--- src/rtl/serial_chunk_adder.sv ---
// serial_chunk_adder
//   Multi-cycle adder that processes CHUNK bits of the operands per clock.
//   A start accepted in IDLE captures the operands and carry-in. The block
//   then spends NCHUNK clocks in RUN, one chunk per clock, starting at the
//   least significant chunk. When the last chunk completes, sum/cout load
//   the full result and done pulses for one cycle. sum/cout keep the last
//   completed result, so partial sums are never visible on them.
//
// Parameters
//   WIDTH  operand/sum width (4..64)
//   CHUNK  bits added per clock; WIDTH must be a multiple of CHUNK
//
// Ports
//   clk    clock, rising edge
//   rst_n  asynchronous active-low reset
//   start  begin an addition (sampled only in IDLE)
//   a, b   operands, captured on accepted start
//   cin    carry-in, captured on accepted start
//   sub    (SERIAL_ADDER_SUB_EN only) 1 = compute a - b as a + ~b + 1
//   busy   high while in RUN
//   done   one-cycle completion pulse
//   sum    result of the last completed operation
//   cout   carry-out of the last completed operation (for sub: 1 = no borrow)
//
// Build option
//   SERIAL_ADDER_SUB_EN  adds the sub input and subtract mode
module serial_chunk_adder #(
  parameter int WIDTH = 16,
  parameter int CHUNK = 4
) (
  input  logic             clk,
  input  logic             rst_n,
  input  logic             start,
  input  logic [WIDTH-1:0] a,
  input  logic [WIDTH-1:0] b,
  input  logic             cin,
`ifdef SERIAL_ADDER_SUB_EN
  input  logic             sub,
`endif
  output logic             busy,
  output logic             done,
  output logic [WIDTH-1:0] sum,
  output logic             cout
);

  localparam int NCHUNK = WIDTH / CHUNK;
  localparam int IW     = (NCHUNK > 1) ? $clog2(NCHUNK) : 1;

  typedef enum logic {
    IDLE,
    RUN
  } state_t;

  state_t           state, state_next;
  logic [WIDTH-1:0] a_r, b_r;
  logic [WIDTH-1:0] psum, psum_next;
  logic             carry;
  logic [IW-1:0]    idx;
  logic             last;
  logic [CHUNK:0]   csum;

  // Chunk adder for the current index, and the partial sum with that
  // chunk written in place.
  always_comb begin
    csum      = {1'b0, a_r[idx*CHUNK +: CHUNK]}
              + {1'b0, b_r[idx*CHUNK +: CHUNK]}
              + {{CHUNK{1'b0}}, carry};
    psum_next = psum;
    psum_next[idx*CHUNK +: CHUNK] = csum[CHUNK-1:0];
    last      = (idx == IW'(NCHUNK - 1));
  end

  always_comb begin
    state_next = state;
    case (state)
      IDLE:    if (start) state_next = RUN;
      RUN:     if (last)  state_next = IDLE;
      default: state_next = IDLE;
    endcase
  end

  always_ff @(posedge clk or negedge rst_n) begin
    if (!rst_n) begin
      state <= IDLE;
    end else begin
      state <= state_next;
    end
  end

  always_ff @(posedge clk or negedge rst_n) begin
    if (!rst_n) begin
      a_r   <= '0;
      b_r   <= '0;
      psum  <= '0;
      carry <= 1'b0;
      idx   <= '0;
      sum   <= '0;
      cout  <= 1'b0;
      done  <= 1'b0;
    end else begin
      done <= 1'b0;
      case (state)
        IDLE: begin
          if (start) begin
            a_r  <= a;
            psum <= '0;
            idx  <= '0;
`ifdef SERIAL_ADDER_SUB_EN
            // Subtraction reuses the adder: invert b and force carry-in to 1.
            b_r   <= sub ? ~b : b;
            carry <= sub ? 1'b1 : cin;
`else
            b_r   <= b;
            carry <= cin;
`endif
          end
        end
        RUN: begin
          psum  <= psum_next;
          carry <= csum[CHUNK];
          if (last) begin
            sum  <= psum_next;
            cout <= csum[CHUNK];
            done <= 1'b1;
            idx  <= '0;
          end else begin
            idx <= idx + IW'(1);
          end
        end
        default: ;
      endcase
    end
  end

  assign busy = (state == RUN);

endmodule

--- config.mk ---
export PLATFORM = sky130hd
export DESIGN_NAME = serial_chunk_adder
export DESIGN_NICKNAME = d
export VERILOG_FILES = /design/src/rtl/serial_chunk_adder.sv
export SDC_FILE = /design/constraint.sdc
export NUM_CORES = 1
export LEC_CHECK = 0
export CELL_PAD_IN_SITES_DETAIL_PLACEMENT = 1
export CELL_PAD_IN_SITES_GLOBAL_PLACEMENT = 2
export CORE_UTILIZATION = 25
export CTS_CLUSTER_DIAMETER = 120
export DETAILED_ROUTE_END_ITERATION = 6
export GPL_ROUTABILITY_DRIVEN = 0
export PLACE_DENSITY = 0.56
export SLEW_MARGIN = 20
export SYNTH_ARGS = -nofsm -noshare
export SYNTH_HDL_FRONTEND = slang
export SYNTH_SLANG_ARGS = --single-unit
--- constraint.sdc ---
create_clock -name clk -period 5.25 [get_ports clk]
set_input_delay 1.575 -clock clk [delete_from_list [all_inputs] [get_ports clk]]
set_output_delay 1.575 -clock clk [all_outputs]
set_load 0.01 [all_outputs]
### Word level (Yosys, flattened, before mapping)

Cells that the tools add are included.

| word-level totals | value |
|---|---|
| input port bits | 36 |
| ROM bits | 0 |
| bits in registers | 70 |
| logic and storage cells | 35 |
| RAM bits | 0 |
| output and inout port bits | 19 |
| memories kept | 0 |
| bits in latches | 0 |

| cells by class | value |
|---|---|
| reductions and logical operators | 2 |
| shift-type cells | 4 |
| order comparisons | 0 |
| multiply operators | 0 |
| bitwise operators | 1 |
| add/sub/neg operators | 4 |
| eq/ne operators | 2 |
| div/mod/pow operators | 0 |
| muxes and demuxes | 13 |

Operator list:

| operator | count |
|---|---|
| $neg 4->34 | 1 |
| $shift 4x34->16 const A | 1 |
| $shiftx 4x34->16 | 1 |
| $pmux 16 s2 | 1 |
| $shiftx 16x5->4 | 2 |
| $bwmux 16 | 1 |
| $mux 16 | 1 |
| $add 4x4->5 | 1 |
| $add 5x1->5 | 1 |
| $mux 1 | 5 |
| $mux 2 | 2 |
| $pmux 1 s2 | 2 |
| $pmux 2 s2 | 1 |
| $reduce_and 2->1 | 2 |
| $add 2x1->2 const B | 1 |
| $eq 2x2->1 const B | 1 |
| $ne 2x2->1 const B | 1 |
| $not 1->1 | 1 |

### Longest topological paths before layout

| depth | value |
|---|---|
| depth after elaboration | 6 |
| mapped depth | 9 |
| mapped depth without buffers | 7 |

### Worst setup path after synthesis

No wires, ideal clock.

| timing | value |
|---|---|
| kind | register -> register |
| start | register idx[0] |
| end | register sum[2] |
| stages on the path, launching flop included | 9 |
| data required time | 5.125 ns |
| path buffers | 2 |
| path slack | 2.402 ns |
| clock period less this slack | 2.848 ns |
| library setup time | 0.125 ns |
| arrival time | 2.723 ns |
| cell sequence | dfrtp_1 > buf_6 > buf_6 > mux4_2 > fa_1 > fa_1 > xnor2_1 > o22ai_1 > mux2_2 |

| between the ends | value |
|---|---|
| word-level cells in the longest chain between the ends | 5 |
| elaborated cells on any way between the ends | 10 |
| classes of those cells | add/sub: 3; eq/ne: 1; shift: 4; mux: 1; reduce/logical: 1 |

RTL lines:

| what | RTL line | text |
|---|---|---|
| start, declared | 58 | `logic [IW-1:0] idx;` |
| start signal, assigned | 127 | `idx <= idx + IW'(1);` |
| $shiftx 16x5->4 (on tied branches) | 65, 66 |  |
| $add 4x4->5 | 66 | `+ {1'b0, b_r[idx*CHUNK +: CHUNK]}` |
| $add 5x1->5 | 67 | `+ {{CHUNK{1'b0}}, carry};` |
| $shiftx 4x34->16 | 69 | `psum_next[idx*CHUNK +: CHUNK] = csum[CHUNK-1:0];` |
| $bwmux 16 | 69 |  |
| end signal, assigned | 122 | `sum <= psum_next;` |
| end, declared | 42 | `output logic [WIDTH-1:0] sum,` |

Parallel ways exist; a longest one is shown, timed or not.
A chain may end at the register's enable or synchronous reset.

### Final worst setup path

| timing | value |
|---|---|
| start | register state (netlist: busy) |
| end | output busy |

RTL lines:

| what | RTL line | text |
|---|---|---|
| start, declared | 54 | `state_t state, state_next;` |
| start signal, assigned | 86 | `state <= state_next;` |
| end, declared | 40 | `output logic busy,` |

No word-level cell between the ends.

==> out/metrics.cfg <==
[global_route]
grt_use_total_pct=12.7
antenna_found_initial=0
grt_pass1_vias=2544
grt_overflow_total=0
grt_max_degree=48
grt_pass1_wl_um=13500

[timing]
hold_ws_ns=0.502
max-slew-margin-rel_pct=58.5
setup_violations=0
finalSetupTns_ns=0
slew_violations=0
rsz0062_at_grt=no
fin_crit_sh_pct=61.1
period_needed_ns=3.21
fin_skew_ns=0.00822
hold_viol_final=0
max_freq_ghz=0.312
tightest_slew_ns=0.622

[synth]
synthSimpleGateAreaFrac_pct=10.2
ys_types=39
avgSynthCellArea_um2=12.9
synthAdderAreaFrac_pct=4.54
synth.top_cell.area_share_pct=52.0
yosys.area.top_type=dfrtp_1
netlist_top_cells_area=dfrtp_1, mux2_2, mux4_2
synth_compound_area_share_pct=9.03
synth_top_family_by_area=multiplexers
synth_seq_cells=70
synth_mux_area_share_pct=19.9
syn_area_um2=3370
synthFlopType=dfrtp_1
synth_xor_area_share_pct=0.260
syn_nets=307
yosysWarnings=0
synth_edf_count=0
synth_seq_area_share_pct=52.0
synthCells=260
async_flop_share_pct=100

[clock_network]
cts.sinks=70
post_cts_buffers=0
cts.clk_slew.worst_paths_ns=0.06
ctsResizeCount=0
clk-insertion-delay-late_ns=0.34
cts_root_buf=clkbuf_16
cts_buffer_depth=2
cts_tree=yes
cts_buffers=9
cts_hold_buf=0
h-tree-depth=3

[final_layout]
layout-drive-gt1-share_pct=23.4
finalNetCount=362
area_growth_pct=30.3
n_antenna_cell=0

[place]
port_buffers=54
dpl.hpwl_um=5450

[hold_path]
holdCritStartpoint=b_r[8]
hold_class=reg -> reg

[floorplan]
rows=42
io_pins=55
coreArea_um2=13200
start_util_pct=25.5
die-width_um=118
die_y_um=118
dieArea_um2=13900

[power]
power.total_mw=3.04
ir_drop_uv=236
power_leakage_nw=1.82
powerDensity_nw_per_um2=693

[flow_run]
max_cap_violations=0

[setup_path]
critPathLaunchType=flop
setup.worst_path.start=busy
path_class=reg -> out
endpoint_kind=output pin
rr_startpoint=idx[1]
cp_max_fo=34
required_ns=3.68
cp.arrival_ns=1.63

[routing]
first_pass_iters=4
drt_iter0_markers=42
routedWlPerCell_um=15.6
viasPerCell=4.54
wirelength_um=7730
vias=2250
drc=0
postRouteAntennaNets=0

[status]
status=complete, no violations

==> power breakdown <==
| part | internal, mW | switching [mW] | leakage [nW] |
|---|---|---|---|
| sequential | 0.794 | 0.150 | 0.863 |
| clock | 0.442 | 0.237 | 0.162 |
| combinational | 0.703 | 0.713 | 0.792 |
| total | 1.94 | 1.10 | 1.82 |
==> cell usage after synthesis (2+ instances only) <==
cell and instances:
inv_1 7, nand4bb_1 2, nand2b_1 14, nor2_1 10, mux2_2 38, nand2_1 15
a22oi_1 2, a21oi_1 16, o31ai_1 3, o22a_1 6, clkbuf_1 4, ha_1 9
fa_1 2, mux2i_1 6, a22o_1 4, a21o_1 2, nor2b_1 9, o22ai_1 2
buf_2 4, buf_6 6, mux4_2 8, nor3_1 2, o21ai_0 4, dfrtp_1 70
==> flip-flops by register name, summed over array words and instances, names as in the netlist <==
| register | count |
|---|---|
| a_r | 16 |
| done | 1 |
| b_r | 16 |
| psum | 16 |
| carry | 1 |
| sum | 16 |
| busy | 1 |
| idx | 2 |
| cout | 1 |
==> path summary, 6_finish.rpt <==
kind / endpoint / depth (start not counted) / slack, ns
max in group asynchronous: b_r[9] / 2 / 2.99
max reg2reg: sum[2] / 6 / 2.20
min reg2reg: b_r[8] / 1 / 0.50
max: busy / 2 / 2.04
min: b_r[8] / 1 / 0.50
min in group asynchronous: sum[3] / 1 / 1.23
==> critical path, cell delays in order (launching register included) <==
cell,delay (ns)
dfrtp_1,0.33
buf_4,0.35
clkdlybuf4s50_1,0.62
==> per-stage QoR <==
stage	cell area [µm²]	setup slack (ns)	instances	utilization [%]
after floorplan	3370	2.40	260	-
after global placement	4050	1.91	480	30.7
after detailed placement	4050	1.88	480	30.7
after CTS	4390	1.99	496	33.2
after global routing	4390	1.94	496	33.3
final	4390	2.04	496	33.3
==> layout by cell type, fill, tap and decap left out, types with 4 or more instances in the layout <==
cell type         n
ha_1              9
clkbuf_16         9
mux2_2           38
a22o_1            4
buf_4             5
o22a_1            6
inv_1             7
nand2b_1         14
mux4_2            8
dfrtp_1          70
o21ai_0           4
a21oi_1          16
mux2i_1           6
nor2b_1           8
nand2_1          15
nor2_1           10
clkdlybuf4s50_1  53
==> per-layer routing <==
layer,global-route usage (%),vias to the layer above,wire (µm)
li1,-,1040,-
met1,15.5,1154,3500
met2,21.3,45,3830
met3,3.15,11,260
met4,5.29,0,136
met5,0,-,0
==> cell families after synthesis <==
family / after synthesis
AO/OA/AOI/OAI: 43
flip-flops: 70
buffers and inverters: 22
adder cells (fa/ha/maj): 11
AND/OR/NAND/NOR: 61
XOR/XNOR: 1
multiplexers: 52
==> layout make-up <==
| cell class | count | area [µm²] |
|---|---|---|
| fillers | 1433 | 8800 |
| flip-flops and latches | 70 | 1750 |
| multi-input cells | 168 | 1480 |
| repair buffers | 59 | 573 |
| clock buffers | 11 | 253 |
| well taps | 176 | 220 |
| clock inverters | 5 | 81.3 |
| inverters | 7 | 26.3 |
Power figures use the tool's default switching activity.
